**config.mk**
```make
export PLATFORM = sky130hd
export DESIGN_NAME = lut_arbiter
export DESIGN_NICKNAME = d
export VERILOG_FILES = /design/src/rtl/lut_arbiter.sv
export SDC_FILE = /design/constraint.sdc
export NUM_CORES = 1
export LEC_CHECK = 0
export ABC_AREA = 1
export CAP_MARGIN = 20
export CELL_PAD_IN_SITES_DETAIL_PLACEMENT = 0
export CELL_PAD_IN_SITES_GLOBAL_PLACEMENT = 1
export CORE_MARGIN = 3
export CORE_UTILIZATION = 31
export DETAILED_ROUTE_END_ITERATION = 10
export PLACE_DENSITY = 0.9
export SYNTH_ARGS = -nofsm -noshare
export SYNTH_HDL_FRONTEND = slang
export SYNTH_SLANG_ARGS = --single-unit
```
**constraint.sdc**
```tcl
create_clock -name clk -period 2.1 [get_ports clk]
set_input_delay 0.42 -clock clk [delete_from_list [all_inputs] [get_ports clk]]
set_output_delay 0.42 -clock clk [all_outputs]
set_load 0.01 [all_outputs]
```
**src/rtl/lut_arbiter.sv**
```systemverilog
// lut_arbiter: an 8-entry lookup table for immediates and constants, shared by two
// read requesters under round-robin arbitration. Each lookup returns a registered
// result one cycle after it is accepted.
//
// Optional feature macro: LUT_WRITE_EN
//   defined   - the wr_en/wr_idx/wr_data ports exist and the table is a writable
//               register array that resets to the default contents.
//   undefined - the table is a constant combinational ROM holding the defaults.
//
// Handshake (valid/ready):
//   - A request transfers on a rising edge where reqN_valid && reqN_ready.
//   - The requester holds reqN_valid and reqN_idx stable until it sees reqN_ready.
//   - reqN_ready is combinational from the valid inputs, wr_en and last_grant.
//     It is never high while reqN_valid is low.
//   - rspN_valid is a single-cycle pulse in the cycle after acceptance.
//     Responses cannot be back-pressured.
//   - rspN_data holds its value until the next response on that port.
module lut_arbiter #(
    parameter int DW = 8,
    parameter int AW = 3
) (
    input  logic          clk,
    input  logic          rst_n,
    input  logic          req0_valid,
    input  logic [AW-1:0] req0_idx,
    output logic          req0_ready,
    output logic          rsp0_valid,
    output logic [DW-1:0] rsp0_data,
    input  logic          req1_valid,
    input  logic [AW-1:0] req1_idx,
    output logic          req1_ready,
    output logic          rsp1_valid,
    output logic [DW-1:0] rsp1_data
`ifdef LUT_WRITE_EN
    ,
    input  logic          wr_en,
    input  logic [AW-1:0] wr_idx,
    input  logic [DW-1:0] wr_data
`endif
);

    localparam int DEPTH = 2 ** AW;

    // Default table contents. Negative values are sign-extended or truncated to DW.
    // Any entry beyond index 7 defaults to zero.
    function automatic logic [DW-1:0] lut_default(input int i);
        int v;
        case (i)
            0:       v = 100;
            1:       v = 10;
            2:       v = 5;
            3:       v = 1;
            4:       v = 0;
            5:       v = -1;
            6:       v = -30;
            7:       v = -5;
            default: v = 0;
        endcase
        return DW'(v);
    endfunction

    // last_grant: 0 means port 0 was granted most recently, 1 means port 1.
    logic          last_grant;
    logic          wr_block;
    logic          grant0;
    logic          grant1;
    logic [DW-1:0] rd0;
    logic [DW-1:0] rd1;

`ifdef LUT_WRITE_EN
    logic [DW-1:0] lut_q [DEPTH];

    assign wr_block = wr_en;
    assign rd0      = lut_q[req0_idx];
    assign rd1      = lut_q[req1_idx];

    // Table storage: reset restores the defaults.
    // A write lands only in a cycle where no read is granted.
    always_ff @(posedge clk or negedge rst_n) begin
        if (!rst_n) begin
            for (int i = 0; i < DEPTH; i++) begin
                lut_q[i] <= lut_default(i);
            end
        end else if (wr_en) begin
            lut_q[wr_idx] <= wr_data;
        end
    end
`else
    assign wr_block = 1'b0;
    assign rd0      = lut_default(int'(req0_idx));
    assign rd1      = lut_default(int'(req1_idx));
`endif

    // Round-robin grant. A write blocks both ports.
    // Under contention, the port that was not granted last wins.
    always_comb begin
        grant0 = req0_valid && !wr_block && (!req1_valid || last_grant);
        grant1 = req1_valid && !wr_block && (!req0_valid || !last_grant);
    end

    assign req0_ready = grant0;
    assign req1_ready = grant1;

    // Record the winner. last_grant moves only when a read is granted.
    always_ff @(posedge clk or negedge rst_n) begin
        if (!rst_n) begin
            last_grant <= 1'b1;
        end else if (grant0 || grant1) begin
            last_grant <= grant1;
        end
    end

    // Port 0 response register: pulse valid, and capture data only on a grant.
    always_ff @(posedge clk or negedge rst_n) begin
        if (!rst_n) begin
            rsp0_valid <= 1'b0;
            rsp0_data  <= '0;
        end else begin
            rsp0_valid <= grant0;
            if (grant0) begin
                rsp0_data <= rd0;
            end
        end
    end

    // Port 1 response register: pulse valid, and capture data only on a grant.
    always_ff @(posedge clk or negedge rst_n) begin
        if (!rst_n) begin
            rsp1_valid <= 1'b0;
            rsp1_data  <= '0;
        end else begin
            rsp1_valid <= grant1;
            if (grant1) begin
                rsp1_data <= rd1;
            end
        end
    end

endmodule

```
==> impl_results.md <==
* Synth Area per Inst at just over 8 µm²
* P_sw at 0.2565 mW
* Final Non-Filler Cells at 155
* Max Freq at ~0.57 GHz
* Critical path peak fanout at 3
* CP max stage delay at 0.50 ns
* TNS Setup at 0 ns
* Cell-by-cell trace of the critical path: clkdlybuf4s50_1 > nand2_1 > nand2_2 > inv_1 > dlymetal6s2s_1
* Clock Pin Slew Worst Setup and Hold Paths at roughly 0.10 ns
* Clock skew at just under 0.006 ns
* Buf+Inv Stages, Crit Path at 3
* Sequential area share after synthesis at 0.5646
* Flop pwr share at 0.476
* Final Hold Viols at 0
* Slowest CP cell: clkdlybuf4s50_1
* P per Cell Area at a little under 800 nW/µm²
* Mapped Nets at 102
* Worst relative slew slack at 0.7715
* RePlAce Congestion at 0.6811
* Core area at approximately 2300 µm²
* # Max-Cap Violations at 0
* Crit path kind: input pin to output port
* TritonCTS buffer count at 3
* Row count at 17
* Critical path capture point type: output port
* Post-synth top flop: dfrtp_1
* Die W at around 55 µm
* Total wire length at 1629 µm
* Netlist Area Pre-Place at 755.7 µm²
* CP startpoint kind: input pin
* Post-CTS Repair Setup Buffers at 0
* Antenna violations before repair at 0
* Wire per inst at approximately 11 µm
* Count leader, synth: nand2_1
* Maximum number of pins on one net before global-route repair at 18
* Vias per Instance at around 4.5
* Final setup vio count at 0
* ANT cells at 0
* Synth cell count leaders: 44 x nand2_1, 16 x dfrtp_1, 9 x inv_1, 9 x o21ai_0
* Synth area leaders: dfrtp_1 53%, nand2_1 22%, o21ai_0 6.0%, inv_1 4.5%, dfstp_2 3.5%
* Worst-Margin Slew at roughly 0.34 ns
* Clk Latency, worst-skew pair at about 0.28 ns
* Global route overflow at 0
* Clock network power share at 0.194
* CTS sink cnt at 17
* Area grow syn2layout at 48.84%
* Chip Height at 55.38 µm
* Total Power at about 0.87 mW
* Family with the most delay on the worst path: buffers and inverters
* Final Cycle Share at 0.8298
* Tmin final at approximately 1.7 ns
* Clock tree buffer depth at 2
* Final ANT Viol Nets at 0
* Synth area leader: dfrtp_1
* Peak VDD IR at 0.0004660 V
* Layout cell share with drive strength beyond 1 at 0.1102
* Via Count at between 600 and 700
* DR pass1 iterations at 4
* Logic pwr share at 0.330
* Crit path DAT at about 1.3 ns
* Post-synth top area share at 0.5298
* Hpwl dp at about 1300 µm
* Unrepaired setup endpoints after global routing: false
* Leak Pwr at 0.5915 nW
* First-pass GRT wire length at between 2000 and 3000 µm
* Outcome: finished, final reports clean
* Hold Crit Class: input pin to async pin
* Iteration-0 DRC Markers at 13
* TritonCTS clock tree: built
* Die area at around 3000 µm²
* Asr flop ratio synth at 1.000
* Vias in the first global route at just under 700
* Synthesized flop and latch total at 17
* DRC at 0
* Root buffer cell: clkbuf_4
* Switching share of power at 0.2946
* Worst EP required at around 1.7 ns
* IO buf count at 29
* Internal power at between 0.6 and 0.7 mW
* Placed insts at roughly 150
* Number of synthesized flops with an enable pin at 0
* GR Util All Layers at 0.1124
* Initial Util at 0.3352
* CTS H-Tree Depth at 1
* Slew Limit Fails at 0
* Nets at approximately 140
* Unique masters post-synth at 11
* I/O pin cnt at 30
* Mapped Cells at between 90 and 100
* Number of synthesis warnings at 0
[power groups by stage]
| stage | clock network [mW] | logic, mW | registers (mW) |
|---|---|---|---|
| 2_1_floorplan | 0 | 0.0976 | 0.445 |
| 3_3_place_gp | 0 | 0.289 | 0.420 |
| 3_5_place_dp | 0 | 0.293 | 0.421 |
| 4_1_cts | 0.179 | 0.294 | 0.416 |
| 5_1_grt | 0.196 | 0.317 | 0.423 |
| 6_report | 0.169 | 0.288 | 0.415 |
[area by class of cell]
class / instances / area (µm²)
fill: 237 / 1130
multi-input combinational: 63 / 269.0
clock inverter: 1 / 5.005
tap: 28 / 35.03
timing repair buffer: 34 / 332.8
clock buffer: 3 / 22.52
inverter: 9 / 33.78
sequential: 17 / 426.7
[flip-flops by register name (all words and copies together), names as in the netlist]
signal / cells
rsp0_data: 7
rsp1_valid: 1
rsp0_valid: 1
last_grant: 1
rsp1_data: 7
[worst reg2reg max path, delay by kind of cell (launching register included)]
kind / cells / cell delay [ns]
flip-flops: 1 / 0.56
buffers and inverters: 2 / 0.20
AND/OR/NAND/NOR: 3 / 0.24
AO/OA/AOI/OAI: 1 / 0.07
[placed cells by master (no fill, tap or decap), drive strengths merged]
master,count
buf,5
clkbuf,3
clkdlybuf4s50,27
clkinv,1
dfrtp,16
dfstp,1
dlymetal6s2s,2
inv,9
nand2,45
nand3,3
nor2,3
o21ai,12
[worst paths after layout]
kind / start / end / slack (ns) / cells past startpoint
max in group asynchronous: rst_n / last_grant / 1.38 / 2
hold reg to reg: rsp0_data[0] / rsp0_data[0] / 0.49 / 2
setup reg to reg: last_grant / rsp1_data[0] / 0.93 / 6
hold / removal: rst_n / rsp0_data[7] / 0.46 / 2
setup / recovery: req0_valid / req1_ready / 0.36 / 5
min in group clk: rsp0_data[0] / rsp0_data[0] / 0.49 / 2
[what timing repair did]
| item | in CTS | in global routing |
|---|---|---|
| resized for setup | 0 | 2 |
| hold buffers | 0 | 0 |
| setup endpoints to repair | 0 | 2 |
[through the flow]
stage | util | setup WS (ns) | hold WS (ns) | cell area [µm²]
floorplan | - | 0.8727 | 0.1244 | 755.7
global placement | 0.4845 | 0.01460 | 0.4638 | 1092
detailed placement | 0.4845 | 0.006500 | 0.4694 | 1092
CTS | 0.4967 | 0.0007403 | 0.4613 | 1120
global route | 0.4989 | 0.2989 | 0.4623 | 1125
finish | 0.4989 | 0.3575 | 0.4601 | 1125
[kinds of logic (layout without fill, tap and decap cells)]
family	Yosys count	after routing	synth area share
AOI/OAI and AO/OA	12	12	0.09437
and+or+nand+nor	51	51	0.2616
DFF	17	17	0.5646
buffers and inverters	12	47	0.07946
[layer usage]
metal	global-route usage	share of wire	wire length [µm]
met5	0	0	0
met3	0.02804	0.061	99
met1	0.1393	0.43	707
met2	0.1875	0.50	821
met4	0.04167	0	0
Power figures use the tool's default switching activity.
